--- src/rtl/vnu_ser_if.sv ---
// Handshake bundle for the serial variable-node unit: check messages in, extrinsic messages out.
interface vnu_ser_if #(
    parameter int RES_W  = 8,
    parameter int DATA_W = 11
);
    logic              in_valid;
    logic              in_ready;
    logic [RES_W-1:0]  llr;
    logic [RES_W-1:0]  r_in;
    logic              out_valid;
    logic              out_ready;
    logic [DATA_W-1:0] out_q;
    logic              out_last;
    logic              hd_bit;
    logic              hd_valid;

    modport master (
        output in_valid, llr, r_in, out_ready,
        input  in_ready, out_valid, out_q, out_last, hd_bit, hd_valid
    );

    modport slave (
        input  in_valid, llr, r_in, out_ready,
        output in_ready, out_valid, out_q, out_last, hd_bit, hd_valid
    );
endinterface

--- src/rtl/vnu_ser.sv ---
// Serial variable-node unit: accumulates llr + sum(r) over DV beats, then emits q_j = total - r_j.
// Optional hard-decision output enabled by defining VNU_HARD_DEC_EN.
module vnu_ser #(
    parameter int DV    = 3,
    parameter int res_w = 8,
    parameter int ext_w = 3,
    parameter int cnt_w = 2
) (
    input  logic     clk,
    input  logic     rst,
    vnu_ser_if.slave bus
);
    localparam int DATA_W = res_w + ext_w;
    localparam int ACC_W  = res_w + cnt_w + 1;
    localparam int SW     = ACC_W + DATA_W + 1;
    localparam logic [cnt_w-1:0] KMAX = cnt_w'(DV - 1);

    typedef enum logic [1:0] {
        S_IDLE = 2'd0,
        S_ACC  = 2'd1,
        S_EMIT = 2'd2
    } state_t;

    state_t                  r_state;
    state_t                  w_state_nxt;
    logic signed [ACC_W-1:0] r_acc;
    logic        [res_w-1:0] r_buf [DV];
    logic        [cnt_w-1:0] r_k;
    logic        [cnt_w-1:0] w_k_inc;
    logic signed [ACC_W-1:0] w_acc_add;
    logic signed [ACC_W-1:0] w_acc_first;
    logic signed [SW-1:0]    w_diff;
    logic        [res_w-1:0] w_buf_k;
    logic                    w_last_in;

    function automatic logic signed [ACC_W-1:0] sext_res(input logic [res_w-1:0] v);
        return {{(ACC_W-res_w){v[res_w-1]}}, v};
    endfunction

    // Symmetric clamp: the most negative code is never produced.
    function automatic logic [DATA_W-1:0] sat_q(input logic signed [SW-1:0] v);
        logic signed [SW-1:0] lim;
        logic signed [SW-1:0] nlim;
        lim  = {{(SW-DATA_W+1){1'b0}}, {(DATA_W-1){1'b1}}};
        nlim = -lim;
        if (v > lim) begin
            sat_q = lim[DATA_W-1:0];
        end else if (v < nlim) begin
            sat_q = nlim[DATA_W-1:0];
        end else begin
            sat_q = v[DATA_W-1:0];
        end
    endfunction

    assign w_k_inc     = (r_k == KMAX) ? {cnt_w{1'b0}} : r_k + cnt_w'(1);
    assign w_acc_add   = r_acc + sext_res(bus.r_in);
    assign w_acc_first = sext_res(bus.llr) + sext_res(bus.r_in);
    assign w_buf_k     = r_buf[r_k];
    assign w_diff      = {{(SW-ACC_W){r_acc[ACC_W-1]}}, r_acc}
                       - {{(SW-res_w){w_buf_k[res_w-1]}}, w_buf_k};

    // State register.
    always_ff @(posedge clk) begin
        if (rst) begin
            r_state <= S_IDLE;
        end else begin
            r_state <= w_state_nxt;
        end
    end

    // Next-state and output decode, from registered state only on the output side.
    always_comb begin
        w_state_nxt   = r_state;
        w_last_in     = 1'b0;
        bus.in_ready  = 1'b0;
        bus.out_valid = 1'b0;
        bus.out_last  = 1'b0;
        bus.out_q     = {DATA_W{1'b0}};
        case (r_state)
            S_IDLE: begin
                bus.in_ready = 1'b1;
                if (bus.in_valid) begin
                    w_state_nxt = S_ACC;
                end else begin
                    w_state_nxt = S_IDLE;
                end
            end
            S_ACC: begin
                bus.in_ready = 1'b1;
                if (bus.in_valid && (r_k == KMAX)) begin
                    w_last_in   = 1'b1;
                    w_state_nxt = S_EMIT;
                end else begin
                    w_state_nxt = S_ACC;
                end
            end
            S_EMIT: begin
                bus.out_valid = 1'b1;
                bus.out_q     = sat_q(w_diff);
                bus.out_last  = (r_k == KMAX);
                if (bus.out_ready && (r_k == KMAX)) begin
                    w_state_nxt = S_IDLE;
                end else begin
                    w_state_nxt = S_EMIT;
                end
            end
            default: begin
                w_state_nxt = S_IDLE;
            end
        endcase
    end

    // Accumulator, message buffer and edge counter.
    always_ff @(posedge clk) begin
        if (rst) begin
            r_acc <= {ACC_W{1'b0}};
            r_k   <= {cnt_w{1'b0}};
            for (int i = 0; i < DV; i++) begin
                r_buf[i] <= {res_w{1'b0}};
            end
        end else begin
            case (r_state)
                S_IDLE: begin
                    if (bus.in_valid) begin
                        r_acc    <= w_acc_first;
                        r_buf[0] <= bus.r_in;
                        r_k      <= cnt_w'(1);
                    end
                end
                S_ACC: begin
                    if (bus.in_valid) begin
                        r_acc      <= w_acc_add;
                        r_buf[r_k] <= bus.r_in;
                        r_k        <= w_k_inc;
                    end
                end
                S_EMIT: begin
                    if (bus.out_ready) begin
                        r_k <= w_k_inc;
                    end
                end
                default: begin
                    r_k <= {cnt_w{1'b0}};
                end
            endcase
        end
    end

`ifdef VNU_HARD_DEC_EN
    logic r_hd_bit;
    logic r_hd_valid;

    // Hard decision captured from the completed total as EMIT is entered.
    always_ff @(posedge clk) begin
        if (rst) begin
            r_hd_bit   <= 1'b0;
            r_hd_valid <= 1'b0;
        end else begin
            r_hd_valid <= w_last_in;
            if (w_last_in) begin
                r_hd_bit <= w_acc_add[ACC_W-1];
            end
        end
    end

    assign bus.hd_bit   = r_hd_bit;
    assign bus.hd_valid = r_hd_valid;
`else
    assign bus.hd_bit   = 1'b0;
    assign bus.hd_valid = 1'b0;
`endif

endmodule
--- src/flat_wrapper.sv ---
// flat-port wrapper written by rule: the top's interface ports become plain ports
module vnu_ser_flat 
#(
    parameter int DV    = 3,
    parameter int res_w = 8,
    parameter int ext_w = 3,
    parameter int cnt_w = 2
)
  (clk, rst, bus_in_valid, bus_llr, bus_r_in, bus_out_ready, bus_in_ready, bus_out_valid, bus_out_q, bus_out_last, bus_hd_bit, bus_hd_valid);
  vnu_ser_if bus_i ();
  input  logic clk;
  input  logic rst;
  input wire logic [$bits(bus_i.in_valid)-1:0] bus_in_valid;
  input wire logic [$bits(bus_i.llr)-1:0] bus_llr;
  input wire logic [$bits(bus_i.r_in)-1:0] bus_r_in;
  input wire logic [$bits(bus_i.out_ready)-1:0] bus_out_ready;
  output wire logic [$bits(bus_i.in_ready)-1:0] bus_in_ready;
  output wire logic [$bits(bus_i.out_valid)-1:0] bus_out_valid;
  output wire logic [$bits(bus_i.out_q)-1:0] bus_out_q;
  output wire logic [$bits(bus_i.out_last)-1:0] bus_out_last;
  output wire logic [$bits(bus_i.hd_bit)-1:0] bus_hd_bit;
  output wire logic [$bits(bus_i.hd_valid)-1:0] bus_hd_valid;
  assign bus_i.in_valid = bus_in_valid;
  assign bus_i.llr = bus_llr;
  assign bus_i.r_in = bus_r_in;
  assign bus_i.out_ready = bus_out_ready;
  assign bus_in_ready = bus_i.in_ready;
  assign bus_out_valid = bus_i.out_valid;
  assign bus_out_q = bus_i.out_q;
  assign bus_out_last = bus_i.out_last;
  assign bus_hd_bit = bus_i.hd_bit;
  assign bus_hd_valid = bus_i.hd_valid;
  vnu_ser #(.DV(DV), .res_w(res_w), .ext_w(ext_w), .cnt_w(cnt_w)) u_core (.clk(clk), .rst(rst), .bus(bus_i));
endmodule
--- config.mk ---
export PLATFORM = sky130hd
export DESIGN_NAME = vnu_ser_flat
export DESIGN_NICKNAME = d
export VERILOG_FILES = /design/src/rtl/vnu_ser_if.sv /design/src/rtl/vnu_ser.sv /design/src/flat_wrapper.sv
export SDC_FILE = /design/constraint.sdc
export NUM_CORES = 1
export LEC_CHECK = 0
export ABC_AREA = 0
export CAP_MARGIN = 20
export CORE_ASPECT_RATIO = 0.5
export CORE_MARGIN = 2
export CORE_UTILIZATION = 55
export DETAILED_ROUTE_END_ITERATION = 10
export HOLD_SLACK_MARGIN = 0.12
export PLACE_DENSITY = 0.74
export SLEW_MARGIN = 10
export SYNTH_ARGS = -nofsm -noshare
export SYNTH_HDL_FRONTEND = slang
export SYNTH_SLANG_ARGS = --single-unit
export TNS_END_PERCENT = 30
--- constraint.sdc ---
create_clock -name clk -period 9 [get_ports clk]
set_input_delay 1.8 -clock clk [delete_from_list [all_inputs] [get_ports clk]]
set_output_delay 1.8 -clock clk [all_outputs]
set_load 0.01 [all_outputs]
## Word level (Yosys, flattened, before mapping)

Memories as Yosys holds them, arrays and structs flattened. A register that Yosys moved wholly into a read port is not among the register bits.
Index checks and enable logic that the tools add are counted.

| cells by class | value |
|---|---|
| add/subtract/negate cells | 4 |
| order comparisons | 2 |
| eq/ne operators | 6 |
| mux-type cells | 33 |
| bitwise logic cells | 1 |
| reductions and logical operators | 8 |

Operators with widths:

| cell | count |
|---|---|
| 11-bit two-way mux | 5 |
| 23-bit by 11-bit greater-than comparator with 1-bit output, second input constant | 1 |
| 23-bit by 11-bit < comparator with 1-bit output, second input constant | 1 |
| 11-bit case mux with 2 select lines | 1 |
| 2-bit two-way mux | 9 |
| 8-bit two-way mux | 2 |
| 1-bit two-way mux | 14 |
| 2-bit case mux with 3 select lines | 2 |
| 11-bit by 8-bit subtractor with 12-bit output | 1 |
| 11-bit by 8-bit adder with 11-bit output | 1 |
| 8-bit by 8-bit adder with 9-bit output | 1 |
| 8-bit OR reduction | 1 |
| 2-bit != test, second input constant | 3 |
| 3-bit AND reduction | 2 |
| 2-bit == test, second input constant | 2 |
| 2-bit by 1-bit adder with 2-bit output, second input constant | 1 |
| 2-bit by 1-bit == test with 1-bit output, second input constant | 1 |
| 1-bit logical AND | 2 |
| 2-bit logical NOT | 1 |
| 2-bit nonzero test | 1 |
| 2-bit OR reduction | 1 |
| 1-bit bitwise OR | 1 |

| word-level totals | value |
|---|---|
| bits in registers | 15 |
| memory bits (writable) | 24 |
| input bits | 20 |
| word-level logic and storage cells | 58 |
| memories | 1 |

Memory list:

| memory | depth | width | rd ports | clocked after memory_dff | write ports | line | RTL |
|---|---|---|---|---|---|---|---|
| u_core.r_buf | 3 | 8 | 1 | 1 | 3 | vnu_ser.sv:27 | `logic [res_w-1:0] r_buf [DV];` |

## Depth between registers and ports, before layout

Gate-level depths: netlist of the first run.

| logic depth | value |
|---|---|
| depth after elaboration | 6 |
| mapped depth | 12 |
| mapped depth without buffers | 11 |

## Least setup slack after synthesis of the first run

OpenSTA, ideal clock, no wires.

| path | value |
|---|---|
| path kind | reg-to-output |
| start | register with a tool-made name |
| end | output port bus_out_q[2] |
| data arrival time | 3.128 ns |
| required time | 7.200 ns |
| path slack | 4.072 ns |
| stages on the path, launching flop included | 12 |
| cell sequence | dfxtp_1 clkbuf_1 mux4_2 inv_1 ha_1 nor2b_1 a221o_1 a31oi_1 nand3_2 a2111oi_4 nor2_1 o21a_1 |

RTL lines:

| element | line | RTL |
|---|---|---|
| end, declared | flat_wrapper.sv:19 | `output wire logic [$bits(bus_i.out_q)-1:0] bus_out_q;` |

==> run metrics, run 1 <==
via count approximately 2900; DRT iter0 DRCs 253; mean area per synthesized cell a little under 10 sq um; Synth Flop Type edfxtp_1; most common cell after layout, fill and taps aside nor2_1; Synth Warn # 0; Final Core Density 0.643; library cells used by synthesis 60; dpl hpwl around 6500 um; Max Cap Viol 0; first-pass GRT wire length 13000 um; Final setup viols 0; Critical Path Fanout Max 9; cts hold-fix bufs 0; Synth Register Bits 49; DIE AREA between 7000 and 8000 sq um; r2r startpoint u_core.r_state[1]; Pre-antenna DRT Iters 5; share of the synthesized area in the top cell type 0.260; DIE HEIGHT 61.9 um; Num CTS Buffers 5; worst setup margin 3180 ps; vias per inst ~5.7; FF-to-FF path depth 10; antenna cells 0; Required @ worst endpoint 7200 ps; outcome completed; Area contributors post-synth edfxtp_1 26%, ha_1 12%, dfxtp_1 9.2%; maximum vdd drop 0.0901 mV; Nets 462; min Tclk post-route about 5800 ps; max_slew headroom 0.345; Sinks on Clock Net 49; row cnt 21; Worst EP arrival 4020 ps; Setup Crit Path Kind register to output pin; Port Buffers 33; DRC 0; number of global-route vias before repair 2575; Initial Util 0.560; placed cells 490; antenna viol nets, final 0; Worst Clk Skew 3.62 ps; CP peak stage delay 650 ps; CTS clk-pin slew, worst paths roughly 60 ps; worst hold stages 2; largest net degree at the start of global routing 27; area leader, netlist edfxtp_1; share of cells above drive strength 1 0.0739; Max clock buf depth 2; most frequent cells in the layout 41 x nor2_1, 34 x ha_1, 33 x clkdlybuf4s50_1; Top-Level Pins 36; max frequency roughly 170 MHz; Pwr per Cell Area roughly 170 nW/um^2; Netlist Area Pre-Place about 3700 sq um; Worst Setup End Kind output pin; RSZ-0062 raised after global routing no; area grow syn2layout 14.9%; EDFF count, synth 32; crit start category register; Critical Path, Cell by Cell mux4_2 > inv_1 > ha_1 > nor2b_1 > a221o_1 > a31oi_1 > nand3_2 > a2111oi_4 > nor2_1 > o21a_1 > clkdlybuf4s50_1; period utilisation layout 0.646; die width approximately 120 um; Hold Startpoint u_core.r_acc[0]; final count of hold timing violations 0; Post-CTS Setup Inserts 0; pre-CTS WS 3470 ps; GRT Total Usage 0.233; Syn Inst Count ~370; initial antenna violation count 0; GP Congestion ~0.84; Leakage ~1.7 nW; core box area 6600 sq um; Worst-Margin Slew around 980 ps; fill cell count 523; clk_lat worst skew 280 ps; max-slew violation total from the final report 0; FFs w/ async S/R, synth 0; final WL between 8000 and 9000 um; post-CTS sizing 0; worst hold path class register to register; routed len/inst 16.7 um; total power around 0.73 mW; CP max stage cell dfxtp_1; sequential fraction of the synthesis area 0.353; CTS tree built; Fin Setup TNS 0 ps; post-route insts no fill about 500; CTS root buf clkbuf_16; GR Overflow Total 0; H-tree depth 2
==> power breakdown <==
part	internal (mW)	total (mW)	switching [mW]
sequential	0.254	0.269	0.0154
clock	0.102	0.177	0.0750
combinational	0.128	0.286	0.158
total	0.484	0.732	0.249
==> logic make-up (layout without fill, tap and decap cells) <==
kind of cell / Yosys count / count (layout) / synth area share
AND/OR/NAND/NOR: 129 / 129 / 0.190
other: 1 / 2 / 0.00102
adder cells (fa/ha/maj): 37 / 37 / 0.132
buffers and inverters: 36 / 67 / 0.0386
multiplexers: 16 / 16 / 0.0715
XOR/XNOR: 16 / 16 / 0.0380
AO/OA/AOI/OAI: 90 / 90 / 0.177
flip-flops: 49 / 49 / 0.353
==> path summary, 6_finish.rpt <==
check	end	slack, ps
max reg2reg	u_core.r_acc[10]	6040
min	u_core.r_acc[0]	550
max	bus_out_q[4]	3180
min reg2reg	u_core.r_acc[0]	550
==> through the flow <==
step	area, sq um	hold WS [ps]
3_3_place_gp	4100	511
6_report	4240	545
2_1_floorplan	3690	494
5_1_grt	4240	585
3_5_place_dp	4100	537
4_1_cts	4240	546
==> metal layers <==
| metal | up-vias | wire length [um] | track usage |
|---|---|---|---|
| li1 | 1424 | - | - |
| met1 | 1342 | 4140 | 0.338 |
| met2 | 78 | 3630 | 0.386 |
| met3 | 7 | 479 | 0.0328 |
| met4 | 0 | 40 | 0.0387 |
| met5 | - | 0 | 0 |
==> cell type report <==
cell class	instances	area (sq um)	area share
clock buffers	6	129	0.0304
clock inverters	2	10.0	0.00236
inverters	24	90.1	0.0212
multi-input cells	290	2250	0.531
flip-flops and latches	49	1300	0.307
well taps	92	115	0.0271
repair buffers	35	345	0.0814
==> Yosys cell counts, types with 10 or more instances <==
master	instances
edfxtp_1	32
clkbuf_1	10
and2_1	25
nand2_1	11
o21a_1	17
a21oi_1	16
ha_1	34
nor2_1	41
nor2b_1	10
xnor2_1	10
o21ai_0	11
inv_1	23
dfxtp_1	17
==> sequential cells by signal (all words and copies together), names as in the netlist, named ones only <==
register,cells
u_core.r_buf,32
u_core.r_k,2
u_core.r_acc,11
u_core.r_state,2
==> worst max-delay path, delay by kind of cell, from the launching register on <==
kind	cells	cell delay, ps
simple gates	3	450
fa+ha+maj	1	290
flops	1	650
buf+inv	2	600
compound gates	4	1180
mux	1	570
(Power assumes the default switching activity.)
==> run 2: changes to the inputs <==
- clock period: 9 -> 5.5 ns (I/O delays scaled with it)
==> run 2 against run 1 <==
Against the previous run: via count is 0.25% higher; clock skew is 0.51 ps higher; combinational power is 63% higher; first-iteration DRC count is 19% lower; final cell count stayed put; die area stayed put; setup slack worse by 2800 ps; non-clock buffer count stayed put; final area is 0.80% higher.
==> run metrics, run 2 (synthesis results as in run 1) <==
RSZ-0062 raised after global routing no (unchanged); CP max stage cell dfxtp_1 (unchanged); most common cell after layout, fill and taps aside nor2_1 (unchanged); CTS root buf clkbuf_16 (unchanged); FF-to-FF path depth 10 (unchanged); Pre-antenna DRT Iters 4 (was 5); final count of hold timing violations 0 (unchanged); Max clock buf depth 2 (unchanged); DIE HEIGHT 61.9 um (unchanged); dpl hpwl 6490 um (was 6510 um); Sinks on Clock Net 49 (unchanged); CTS tree built (unchanged); CTS clk-pin slew, worst paths 60 ps (about the same); final WL 8190 um (was 8290 um); number of global-route vias before repair 2558 (was 2575); Nets 462 (unchanged); Critical Path Fanout Max 9 (unchanged); antenna cells 0 (unchanged); DIE AREA 7420 sq um (unchanged); worst hold slack 526 ps (was 545 ps); WP depth 11 (unchanged); Critical Path, Cell by Cell mux4_2 > inv_1 > ha_1 > nor2b_1 > a221o_1 > a31oi_1 > nand3_2 > a2111oi_4 > nor2_1 > o21a_1 > clkdlybuf4s50_1 (unchanged); CP peak stage delay 650 ps (about the same); Top reg by flops u_core.r_buf (unchanged); max-slew violation total from the final report 0 (unchanged); Worst Clk Skew 4.13 ps (was 3.62 ps); maximum vdd drop 0.130 mV (was 0.0901 mV); GRT Total Usage 0.234 (was 0.233); period utilisation layout 0.930; max_slew headroom 0.311 (was 0.345); Port Buffers 33 (unchanged); Top Registers u_core.r_buf x32, u_core.r_acc x11 (unchanged); row cnt 21 (unchanged); Max Cap Viol 0 (unchanged); Worst-Margin Slew 1030 ps (was 979 ps); Final Core Density 0.648 (was 0.643); via count 2858 (was 2851); vias per inst 5.74 (was 5.72); most frequent cells in the layout 41 x nor2_1, 34 x ha_1, 33 x clkdlybuf4s50_1 (unchanged); Initial Util 0.560 (unchanged); post-CTS sizing 0 (unchanged); Worst R2R Setup Slack 2570 ps (was 6040 ps); die width 120 um (unchanged); H-tree depth 2 (unchanged); routed len/inst 16.4 um (was 16.7 um); Worst Setup End Kind output pin (unchanged); cts hold-fix bufs 0 (unchanged); GR Overflow Total 0 (unchanged); total power 1.26 mW (was 0.732 mW); crit start category register (unchanged); largest net degree at the start of global routing 27 (unchanged); CP Buf/Inv Count 2 (unchanged); Worst EP arrival 4010 ps (was 4020 ps); Leakage 1.69 nW (was 1.67 nW); Pwr per Cell Area 294 nW/um^2 (was 173 nW/um^2); worst hold stages 2 (unchanged); outcome completed (unchanged); Required @ worst endpoint 4400 ps (was 7200 ps); initial antenna violation count 0 (unchanged); antenna viol nets, final 0 (unchanged); max reg flops 32 (unchanged); share of cells above drive strength 1 0.0739 (unchanged); Num CTS Buffers 5 (unchanged); Top-Level Pins 36 (unchanged); min Tclk post-route 5110 ps; first-pass GRT wire length 13000 um (unchanged); Fin Setup TNS 0 ps (unchanged); worst hold path class register to register (unchanged); area grow syn2layout 15.8% (was 14.9%); Post-CTS Setup Inserts 0 (unchanged); Setup Crit Path Kind register to output pin (unchanged); core box area 6600 sq um (unchanged); DRT iter0 DRCs 205 (was 253); Largest delay share family, worst path compound AO/OA/AOI/OAI gates (unchanged); DRC 0 (unchanged); GP Congestion 0.838 (about the same); clk_lat worst skew 290 ps (was 280 ps); Final setup viols 0 (unchanged); max frequency 196 MHz
[run 2: worst paths after layout]
check                          end         startpoint
setup / recovery      bus_out_q[7]           register
hold / removal     u_core.r_acc[0]    u_core.r_acc[0]
setup reg to reg  u_core.r_acc[10]  u_core.r_state[1]
hold reg to reg    u_core.r_acc[0]    u_core.r_acc[0]
[run 2: through the flow]
| stage | cells | instance area (sq um) | worst slack (ps) |
|---|---|---|---|
| 4_1_cts | 498 | 4280 | 356 |
| 6_report | 498 | 4280 | 386 |
| 3_3_place_gp | 490 | 4100 | 797 |
| 5_1_grt | 498 | 4280 | 141 |
| 3_5_place_dp | 490 | 4100 | 683 |
| 2_1_floorplan | 375 | 3690 | 1270 |
[run 2: area by class of cell]
cell class	instances	area, sq um
fillers	527	2320
multi-input cells	290	2250
flip-flops and latches	49	1300
repair buffers	35	345
clock buffers	7	143
well taps	92	115
inverters	24	90.1
clock inverters	1	30.0
[run 2: worst reg2reg max path: cells and delay by family, from the launching register on]
family	cells	cell delay [ps]
simple gates	5	1140
fa+ha+maj	1	770
mux	1	340
flops	1	330
buf+inv	2	180
compound gates	1	70
[run 2: power by group]
| part | switching (mW) | leakage [nW] | internal (mW) |
|---|---|---|---|
| Combinational | 0.256 | 1.14 | 0.209 |
| Clock | 0.126 | 0.0841 | 0.227 |
| Sequential | 0.0252 | 0.465 | 0.416 |
[run 2: metal layers]
| layer | track usage | vias to the layer above | wire length, um |
|---|---|---|---|
| met3 | 0.0438 | 8 | 520 |
| met1 | 0.340 | 1355 | 4100 |
| li1 | - | 1418 | - |
| met4 | 0.0538 | 0 | 79 |
| met5 | 0 | - | 0 |
| met2 | 0.371 | 77 | 3490 |
==> run 3: changes to the inputs <==
- SETUP_SLACK_MARGIN: unset -> 0.2
==> run 3 against run 2 <==
Against the previous run: count of clock-buffer cells in the layout did not move; hold slack did not move; clock power barely moved; critical path depth did not move; setup slack improved by 180 ps; first-iteration DRC count did not move; flip-flop and latch count did not move; die area did not move.
==> run metrics, run 3 (synthesis results as in run 1) <==
DIE AREA 7420 sq um (unchanged); Nets 462 (unchanged); outcome completed (unchanged); most frequent cells in the layout 41 x nor2_1, 34 x ha_1, 33 x clkdlybuf4s50_1 (unchanged); Top reg by flops u_core.r_buf (unchanged); Worst-Margin Slew 1030 ps (unchanged); Top-Level Pins 36 (unchanged); initial antenna violation count 0 (unchanged); core box area 6600 sq um (unchanged); DIE HEIGHT 61.9 um (unchanged); clk_lat worst skew 290 ps (about the same); share of cells above drive strength 1 0.0764 (was 0.0739); Setup Crit Path Kind register to output pin (unchanged); max reg flops 32 (unchanged); Hold Startpoint u_core.r_acc[0] (unchanged); vias per inst 5.74 (unchanged); DRC 0 (unchanged); Worst Setup End Kind output pin (unchanged); Port Buffers 33 (unchanged); final WL 8190 um (unchanged); Design Area, Final 4280 sq um (about the same); Final setup viols 0 (unchanged); routed len/inst 16.4 um (unchanged); CP peak stage delay 540 ps (was 650 ps); r2r startpoint u_core.r_state[1] (unchanged); CTS root buf clkbuf_16 (unchanged); maximum vdd drop 0.130 mV (unchanged); GRT Total Usage 0.234 (unchanged); CP Buf/Inv Count 2 (unchanged); Max Cap Viol 0 (unchanged); Num CTS Buffers 5 (unchanged); largest net degree at the start of global routing 27 (unchanged); GR Overflow Total 0 (unchanged); Fin Setup TNS 0 ps (unchanged); crit start category register (unchanged); Top Registers u_core.r_buf x32, u_core.r_acc x11 (unchanged); Worst Clk Skew 4.13 ps (unchanged); fill cell count 529 (was 527); antenna viol nets, final 0 (unchanged); CTS tree built (unchanged); Pwr per Cell Area 294 nW/um^2 (about the same); final count of hold timing violations 0 (unchanged); Required @ worst endpoint 4400 ps (about the same); row cnt 21 (unchanged); min Tclk post-route 4930 ps (was 5110 ps); CP max stage cell mux4_2 (was dfxtp_1); CTS clk-pin slew, worst paths 60 ps (about the same); period utilisation layout 0.897 (was 0.930); Max clock buf depth 2 (unchanged); via count 2858 (unchanged); max frequency 203 MHz (was 196 MHz); antenna cells 0 (unchanged); first-pass GRT wire length 13000 um (unchanged); placed inst area 4100 sq um (unchanged); Pre-antenna DRT Iters 4 (unchanged); worst hold path class register to register (unchanged); Leakage 1.69 nW (about the same); dpl hpwl 6490 um (unchanged); GP Congestion 0.838 (unchanged); RSZ-0062 raised after global routing no (unchanged); die width 120 um (unchanged); cts hold-fix bufs 0 (unchanged); area grow syn2layout 15.9% (was 15.8%); number of global-route vias before repair 2558 (unchanged); worst hold slack 526 ps (unchanged); DRT iter0 DRCs 205 (unchanged); total power 1.26 mW (about the same); max-slew violation total from the final report 0 (unchanged); most common cell after layout, fill and taps aside nor2_1 (unchanged); H-tree depth 2 (unchanged); Critical Path, Cell by Cell mux4_2 > inv_1 > ha_1 > nor2b_1 > a221o_1 > a31oi_1 > nand3_2 > a2111oi_4 > nor2_1 > o21a_1 > clkdlybuf4s50_1 (unchanged); Critical Path Fanout Max 9 (unchanged); Initial Util 0.560 (unchanged); Largest delay share family, worst path compound AO/OA/AOI/OAI gates (unchanged); max_slew headroom 0.311 (unchanged); placed cells 490 (unchanged); Sinks on Clock Net 49 (unchanged); post-route insts no fill 498 (unchanged); Worst R2R Setup Slack 2570 ps (about the same); Worst EP arrival 3830 ps (was 4010 ps)
[run 3: routing by layer]
metal / routed length [um] / track usage / vias up / share of wire
li1: - / - / 1418 / -
met1: 4100 / 0.340 / 1355 / 0.50
met2: 3490 / 0.371 / 77 / 0.43
met3: 520 / 0.0438 / 8 / 0.063
met4: 79 / 0.0538 / 0 / 0.0096
met5: 0 / 0 / - / 0
[run 3: tightest hold or removal path, stage by stage, from the launching register on]
cell and delay (ps):
dfxtp_1 330, nor2_1 100, a211oi_1 50
[run 3: timing repair]
item | 4_1_cts | 5_1_grt
endpoints found under the setup margin | 0 | 10
setup buffers | 0 | 0
gates resized for setup | 0 | 1
[run 3: metrics by stage]
| step | util | setup WS, ps |
|---|---|---|
| 6_report | 0.648 | 568 |
| 5_1_grt | 0.648 | 358 |
| 4_1_cts | 0.648 | 356 |
| 3_5_place_dp | 0.622 | 683 |
| 3_3_place_gp | 0.622 | 797 |
| 2_1_floorplan | - | 1270 |
[run 3: worst paths after layout]
path / cells past startpoint / endpoint
setup / recovery: 11 / bus_out_q[7]
hold / removal: 2 / u_core.r_acc[0]
setup reg to reg: 10 / u_core.r_acc[10]
hold reg to reg: 2 / u_core.r_acc[0]
[run 3: cell type report]
cell class | count | area [sq um] | area share
well taps | 92 | 115 | 0.0269
inverters | 24 | 90.1 | 0.0211
multi-input cells | 290 | 2250 | 0.526
flip-flops and latches | 49 | 1300 | 0.305
repair buffers | 35 | 345 | 0.0807
clock buffers | 7 | 143 | 0.0334
clock inverters | 1 | 30.0 | 0.00702
[run 3: power by group]
group / leakage (nW) / internal, mW / switching [mW] / total, mW
clock: 0.0841 / 0.227 / 0.126 / 0.353
combinational: 1.14 / 0.209 / 0.256 / 0.465
sequential: 0.465 / 0.416 / 0.0252 / 0.441
total: 1.69 / 0.851 / 0.408 / 1.26
